**src/rtl/mem_access_ctrl.sv**
```systemverilog
// mem_access_ctrl: initiator-side controller for the single-port data memory.
// It takes one load/store at a time from the execute stage. It converts the
// byte address to a word index and rejects misaligned or out-of-range
// accesses. It strobes the memory for a single cycle and then holds the
// response until the consumer takes it.
module mem_access_ctrl #(
    parameter int DEPTH = 32,
    parameter int AW    = 32
) (
    input  logic          clk,
    input  logic          rst,
    input  logic          req_valid,
    output logic          req_ready,
    input  logic          req_write,
    input  logic [AW-1:0] req_addr,
    input  logic [31:0]   req_wdata,
    output logic          resp_valid,
    input  logic          resp_ready,
    output logic [31:0]   resp_rdata,
    output logic          resp_err,
    output logic          MemRead,
    output logic          MemWrite,
    output logic [AW-1:0] mem_addr,
    output logic [31:0]   mem_wdata,
    input  logic [31:0]   mem_rdata
);

    localparam logic [1:0] ST_IDLE   = 2'd0;
    localparam logic [1:0] ST_ACCESS = 2'd1;
    localparam logic [1:0] ST_RESP   = 2'd2;

    // The range limit is held at full address width.
    // Any set upper address bit therefore fails the check instead of wrapping.
    localparam logic [AW-1:0] DEPTH_W = AW'(DEPTH);

    logic [1:0]    state_q,      state_d;
    logic          resp_valid_q, resp_valid_d;
    logic          resp_err_q,   resp_err_d;
    logic [31:0]   resp_rdata_q, resp_rdata_d;
    logic          mem_read_q,   mem_read_d;
    logic          mem_write_q,  mem_write_d;
    logic [AW-1:0] mem_addr_q,   mem_addr_d;
    logic [31:0]   mem_wdata_q,  mem_wdata_d;

    logic [AW-1:0] req_word;
    logic          req_misaligned;
    logic          req_out_of_range;
    logic          req_err;

    // Decode the incoming byte address into a word index and an error flag.
    always_comb begin
        req_word         = req_addr >> 2;
        req_misaligned   = |req_addr[1:0];
        req_out_of_range = (req_word >= DEPTH_W);
        req_err          = req_misaligned | req_out_of_range;
    end

    // Next-state logic. The strobes default low, so they are high only for
    // the single ACCESS cycle. The response fields hold their values.
    always_comb begin
        state_d      = state_q;
        resp_valid_d = resp_valid_q;
        resp_err_d   = resp_err_q;
        resp_rdata_d = resp_rdata_q;
        mem_read_d   = 1'b0;
        mem_write_d  = 1'b0;
        mem_addr_d   = mem_addr_q;
        mem_wdata_d  = mem_wdata_q;
        case (state_q)
            ST_IDLE: begin
                if (req_valid) begin
                    if (req_err) begin
                        // Rejected: the memory is never touched.
                        state_d      = ST_RESP;
                        resp_valid_d = 1'b1;
                        resp_err_d   = 1'b1;
                        resp_rdata_d = 32'h0;
                    end else begin
                        state_d     = ST_ACCESS;
                        mem_read_d  = ~req_write;
                        mem_write_d = req_write;
                        mem_addr_d  = req_word;
                        mem_wdata_d = req_wdata;
                    end
                end
            end
            ST_ACCESS: begin
                // Memory read data is combinational.
                // It is valid at the edge that closes this cycle.
                state_d      = ST_RESP;
                resp_valid_d = 1'b1;
                resp_err_d   = 1'b0;
                resp_rdata_d = mem_read_q ? mem_rdata : 32'h0;
            end
            ST_RESP: begin
                if (resp_ready) begin
                    state_d      = ST_IDLE;
                    resp_valid_d = 1'b0;
                end
            end
            default: begin
                state_d = ST_IDLE;
            end
        endcase
    end

    // State and output registers, with async active-high reset.
    always_ff @(posedge clk or posedge rst) begin
        if (rst) begin
            state_q      <= ST_IDLE;
            resp_valid_q <= 1'b0;
            resp_err_q   <= 1'b0;
            resp_rdata_q <= 32'h0;
            mem_read_q   <= 1'b0;
            mem_write_q  <= 1'b0;
            mem_addr_q   <= '0;
            mem_wdata_q  <= 32'h0;
        end else begin
            state_q      <= state_d;
            resp_valid_q <= resp_valid_d;
            resp_err_q   <= resp_err_d;
            resp_rdata_q <= resp_rdata_d;
            mem_read_q   <= mem_read_d;
            mem_write_q  <= mem_write_d;
            mem_addr_q   <= mem_addr_d;
            mem_wdata_q  <= mem_wdata_d;
        end
    end

    // Drive the outputs.
    // The strobes are also gated by rst. A reset that coincides with a clock
    // edge then never shows the memory a live write strobe.
    always_comb begin
        req_ready  = (state_q == ST_IDLE);
        resp_valid = resp_valid_q;
        resp_err   = resp_err_q;
        resp_rdata = resp_rdata_q;
        MemRead    = mem_read_q & ~rst;
        MemWrite   = mem_write_q & ~rst;
        mem_addr   = mem_addr_q;
        mem_wdata  = mem_wdata_q;
    end

endmodule

```
**config.mk**
```make
export PLATFORM = sky130hd
export DESIGN_NAME = mem_access_ctrl
export DESIGN_NICKNAME = d
export VERILOG_FILES = /design/src/rtl/mem_access_ctrl.sv
export SDC_FILE = /design/constraint.sdc
export NUM_CORES = 1
export LEC_CHECK = 0
export ABC_AREA = 0
export BUFFER_PORTS_ARGS = -buffer_cell sky130_fd_sc_hd__buf_2
export CAP_MARGIN = 30
export CORE_ASPECT_RATIO = 0.5
export CORE_UTILIZATION = 47
export CTS_CLUSTER_SIZE = 30
export DETAILED_ROUTE_END_ITERATION = 8
export PLACE_DENSITY = 0.84
export SYNTH_ARGS = -nofsm -noshare
export SYNTH_HDL_FRONTEND = slang
export SYNTH_SLANG_ARGS = --single-unit
```
**constraint.sdc**
```tcl
create_clock -name clk -period 5.75 [get_ports clk]
set_clock_uncertainty 0.1 [all_clocks]
set_input_delay 0.8625 -clock clk [delete_from_list [all_inputs] [get_ports clk]]
set_output_delay 0.8625 -clock clk [all_outputs]
set_load 0.01 [all_outputs]
```
Yosys cells after proc, flatten, opt, wreduce, memory -nomap -nowiden
Index checks and enable logic that the tools add are counted.
W data, S select, Z words.
{"block": "classes", "reduce_logical": 8, "bitwise_logic": 6, "n_lt_le_gt_ge": 1, "mux": 19, "eq_ne": 5}
{"op": "$mux W32", "n": 3}
{"op": "$pmux W32 S2", "n": 1}
{"op": "$ge A30 B6 Y1 const B", "n": 1}
{"op": "$mux W1", "n": 9}
{"op": "$mux W2", "n": 3}
{"op": "$pmux W2 S3", "n": 1}
{"op": "$reduce_and A3 Y1", "n": 2}
{"op": "$ne A2 B2 Y1 const B", "n": 2}
{"op": "$reduce_and A4 Y1", "n": 1}
{"op": "$not A1 Y1", "n": 3}
{"op": "$pmux W1 S3", "n": 1}
{"op": "$reduce_bool A3 Y1", "n": 1}
{"op": "$and A1 B1 Y1", "n": 2}
{"op": "$eq A2 B1 Y1 const B", "n": 1}
{"op": "$eq A2 B2 Y1 const B", "n": 1}
{"op": "$logic_not A2 Y1", "n": 1}
{"op": "$ne A2 B1 Y1 const B", "n": 1}
{"op": "$pmux W1 S2", "n": 1}
{"op": "$reduce_and A2 Y1", "n": 1}
{"op": "$reduce_bool A2 Y1", "n": 1}
{"op": "$reduce_or A2 Y1", "n": 1}
{"op": "$or A1 B1 Y1", "n": 1}
{"block": "word_totals", "ff_bits": 100, "in_bits": 101}

Longest topological paths before layout
{"block": "logic_depth", "word_depth": 5, "depth_mapped": 6, "mapped_depth_nobuf": 4}

Worst setup path before layout
Ideal clock, no wire load.
{"block": "synth_path", "path_type": "input -> register", "start": "input req_addr[1]", "end": "register mem_addr_q[0], in the netlist mem_addr[0]", "arrival_ns": 2.255, "setup_slack_ns": 3.267, "cell_stages": 6, "path_cell_list": "nor4_1 nand4_1 nor4_2 buf_4 buf_6 mux2_1"}
{"block": "synth_between", "elab_chain_cells": 4}
{"element": "from (decl)", "line": "15", "rtl": "input logic [AW-1:0] req_addr,"}
{"element": "$reduce_or A2 Y1", "line": "53", "rtl": "req_misaligned = |req_addr[1:0];"}
{"element": "$or A1 B1 Y1", "line": "55", "rtl": "req_err = req_misaligned | req_out_of_range;"}
{"element": "$not A1 Y1 (no source line)"}
{"element": "$reduce_and A3 Y1 (no source line)"}
{"element": "to (signal assigned)", "line": "125", "rtl": "mem_addr_q <= mem_addr_d;"}
{"element": "to (decl)", "line": "42", "rtl": "logic [AW-1:0] mem_addr_q, mem_addr_d;"}
No other way between the ends.
A chain may end at the register's enable or synchronous reset.

Worst setup path after layout
{"block": "layout_path", "start": "input req_addr[10]", "end": "register resp_rdata_q[6], in the netlist resp_rdata[6]"}
{"block": "layout_between", "elab_chain_cells": 4}
{"element": "$ge A30 B6 Y1", "line": "54", "rtl": "req_out_of_range = (req_word >= DEPTH_W);"}
{"element": "$or A1 B1 Y1", "line": "55"}
{"element": "$ne A2 B1 Y1 (no source line)"}
{"element": "$reduce_and A3 Y1 (no source line)"}
{"element": "to (signal assigned)", "line": "122", "rtl": "resp_rdata_q <= resp_rdata_d;"}
{"element": "to (decl)", "line": "39", "rtl": "logic [31:0] resp_rdata_q, resp_rdata_d;"}
No other way between the ends.

==> impl_metrics.csv <==
group,metric,value,unit
outcome,outcome,"finished clean",
floorplanning,design.die.area,8180,µm²
route,postRouteAntennaNets,0,
power_and_ir_drop,p_int,1.10,mW
setup_path,worstPathMaxFanout,17,
power_and_ir_drop,p_seq_share,51.2,%
power_and_ir_drop,combPwrFrac,5.3,%
cts,cts_max_path_buffers,2,
timing,period_needed,2860,ps
route,vias,2705,
placed_design,portBuffers,199,
cts,cts-buffers-inserted,9,
timing,finalHoldViolations,0,
cts,clock-sinks,100,
yosys,ys_seq_area_share,68.3,%
finish,syn2layout_area_growth,37.5,%
setup_path,crit_arrival,3030,ps
timing,finalSetupTns,0,ps
floorplanning,die_h,64.4,µm
finish,final_util,67.8,%
yosys,synth.distinct_cells,27,
cts,holdBufCountCts,0,
setup_path,path_class,"in2reg",
timing,final-max-slew-violation-count,0,
floorplanning,start_util,49.3,%
floorplanning,rows,22,
yosys,netlist.area_leader.share,68.3,%
setup_path,end_kind,"flop",
yosys,synth.most_common_cell,"dfrtp_1",
setup_path,critPathLaunchType,"input port",
route,routedWlPerCell,15.6,µm
power_and_ir_drop,power_frac_clock,43.4,%
power_and_ir_drop,switching_share,20.7,%
route,drc,0,
yosys,netlist_instances,244,
route,vias_per_cell,4.96,
setup_path,cp_cell_sequence,"buf_2 > nor4_1 > nand4_1 > o41ai_4 > buf_4 > a22o_1",
cts,clk_pin_slew,70,ps
cts,post_cts_buffers,0,
yosys,synth_flop_cell,"dfrtp_1",
floorplanning,die-width,127,µm
timing,finalSetupViolCount,0,
power_and_ir_drop,power.total,1.39,mW
floorplanning,core,7430,µm²
floorplanning,ios,202,
power_and_ir_drop,p_per_area,275,nW/µm²
run,drv_cap,0,
power_and_ir_drop,p_sw,0.286,mW
route,wl,8510,µm
cts,cts_tree,"done",
cts,cts_resized,0,
timing,grt_setup_unrepaired,"no",
timing,max_slew_margin,35.5,%
yosys,synth_top_cells_by_area,"dfrtp_1 (68%), mux2_1 (9.2%), a22o_1 (7.6%)",
global_routing,grt-ovfl-total,0,
route,drt_iter0_drc,129,
finish,antennaDiodeCount,0,
yosys,synth-seq-cells,100,
finish,layout.nets,545,
timing,min_period_over_period,49.7,%
cts,htree_levels,3,
global_routing,track_usage,21.5,%
yosys,ys_top_cells_by_count,"dfrtp_1 (100), a22o_1 (32), mux2_1 (30)",
global_routing,grt_pass1_wl,13300,µm
placed_design,place_congestion,0.790,
yosys,synth_largest_area_cell,"dfrtp_1",
yosys,synth_edf_count,0,
timing,max_freq,350,MHz
placed_design,dp.final_hpwl,6280,µm
setup_path,crit_required,5920,ps
setup_path,cp_slowest_cell,"o41ai_4",
global_routing,antenna_found_initial,0,
timing,worst_pin_slew,965,ps
cts,root_buffer,"clkbuf_16",
cts,clk_latency,330,ps
global_routing,grt_max_degree,77,
power_and_ir_drop,p_leak,3.03,nW
power_and_ir_drop,peakVddDrop,170,µV
min_path,hold_class,"reg2reg",
yosys,async_flop_share,100,%
route,dr.pass1.iters,4,
global_routing,grt_pass1_vias,2694,
finish,drive_gt1_share,51.0,%
yosys,yosysWarnings,0,
yosys,syn_area_per_cell,15.0,µm²
yosys,syn-cell-area,3660,µm²
setup_path,slowest_delay,960,ps
power by group through the flow:
stage | sequential, mW | combinational [mW] | clock [mW]
after floorplan | 0.723 | 0.0297 | 0
after global placement | 0.722 | 0.0723 | 0
after detailed placement | 0.722 | 0.0746 | 0
after CTS | 0.709 | 0.0749 | 0.619
after global routing | 0.709 | 0.0820 | 0.646
final | 0.710 | 0.0738 | 0.602
registers in the layout, indices dropped and copies added, names as in the netlist:
| name | cells |
|---|---|
| resp_err | 1 |
| mem_read_q | 1 |
| resp_valid | 1 |
| mem_write_q | 1 |
| mem_wdata | 32 |
| resp_rdata | 32 |
| mem_addr | 30 |
| state_q | 2 |
area by class of cell:
type,instances,area (µm²)
inverters,2,10.0
clock inverters,4,47.5
repair buffers,204,1030
fillers,560,2390
well taps,96,120
multi-input cells,127,1070
clock buffers,12,256
flip-flops and latches,100,2500
path summary, 6_finish.rpt:
check	slack [ps]	cells after the start	startpoint	to
setup / recovery	2890	6	req_addr[10]	resp_rdata[6]$_DFFE_PP0P_
hold / removal	380	1	mem_wdata[11]$_DFFE_PP0P_	mem_wdata[11]$_DFFE_PP0P_
setup reg to reg	3540	5	state_q[0]$_DFFE_PP0P_	mem_wdata[24]$_DFFE_PP0P_
hold reg to reg	380	1	mem_wdata[11]$_DFFE_PP0P_	mem_wdata[11]$_DFFE_PP0P_
max in group asynchronous	3930	3	rst	mem_wdata[1]$_DFFE_PP0P_
min in group asynchronous	400	2	rst	resp_rdata[24]$_DFFE_PP0P_
kinds of logic (layout without fill, tap and decap cells):
kind of cell / Yosys count / in the layout / synth area share, %
flip-flops: 100 / 100 / 68.3
AND/OR/NAND/NOR: 50 / 50 / 8.16
AO/OA/AOI/OAI: 38 / 38 / 8.91
multiplexers: 37 / 37 / 11.4
buffers and inverters: 18 / 222 / 3.17
other: 1 / 2 / 0.102
cells in the final DEF (no fill, tap or decap):
master and count:
nor4_4 1, nand4_1 1, inv_4 1, mux2_1 30, nor2b_1 28, or3_1 2, a21oi_1 2, o22ai_1 1
clkinv_2 2, clkbuf_1 1, nor4_1 6, and2_1 1, clkinvlp_4 1, dfrtp_1 100, nand3_1 1, o311ai_0 1
bufinv_16 1, clkbuf_8 2, buf_2 199, and3_1 1, nor3_1 1, a22o_1 32, o21ai_0 1, nor2_1 5
inv_1 1, mux2_2 7, buf_4 5, clkbuf_16 9, nand2_1 2, o41ai_4 1, conb_1 2, nand2b_1 1
per-stage QoR:
| stage | instance area (µm²) | setup WS, ps | instances | hold WS [ps] |
|---|---|---|---|---|
| after global routing | 5040 | 2680 | 545 | 397 |
| final | 5040 | 2890 | 545 | 381 |
| after CTS | 5040 | 2860 | 545 | 384 |
| after floorplan | 3670 | 2170 | 245 | 411 |
| after detailed placement | 4740 | 2510 | 529 | 369 |
| after global placement | 4740 | 2650 | 529 | 362 |
routing by layer:
metal | global-route usage (%) | share of wire, %
met1 | 25.3 | 41
met3 | 4.05 | 3.4
met4 | 9.38 | 2.0
met2 | 39.1 | 54
met5 | 0 | 0
critical path, delay by kind of cell:
family                 cells  cell delay, ps
AND/OR/NAND/NOR            2             580
buffers and inverters      2             460
AO/OA/AOI/OAI              2            1120
No activity file was read; power rests on OpenSTA's default activity.
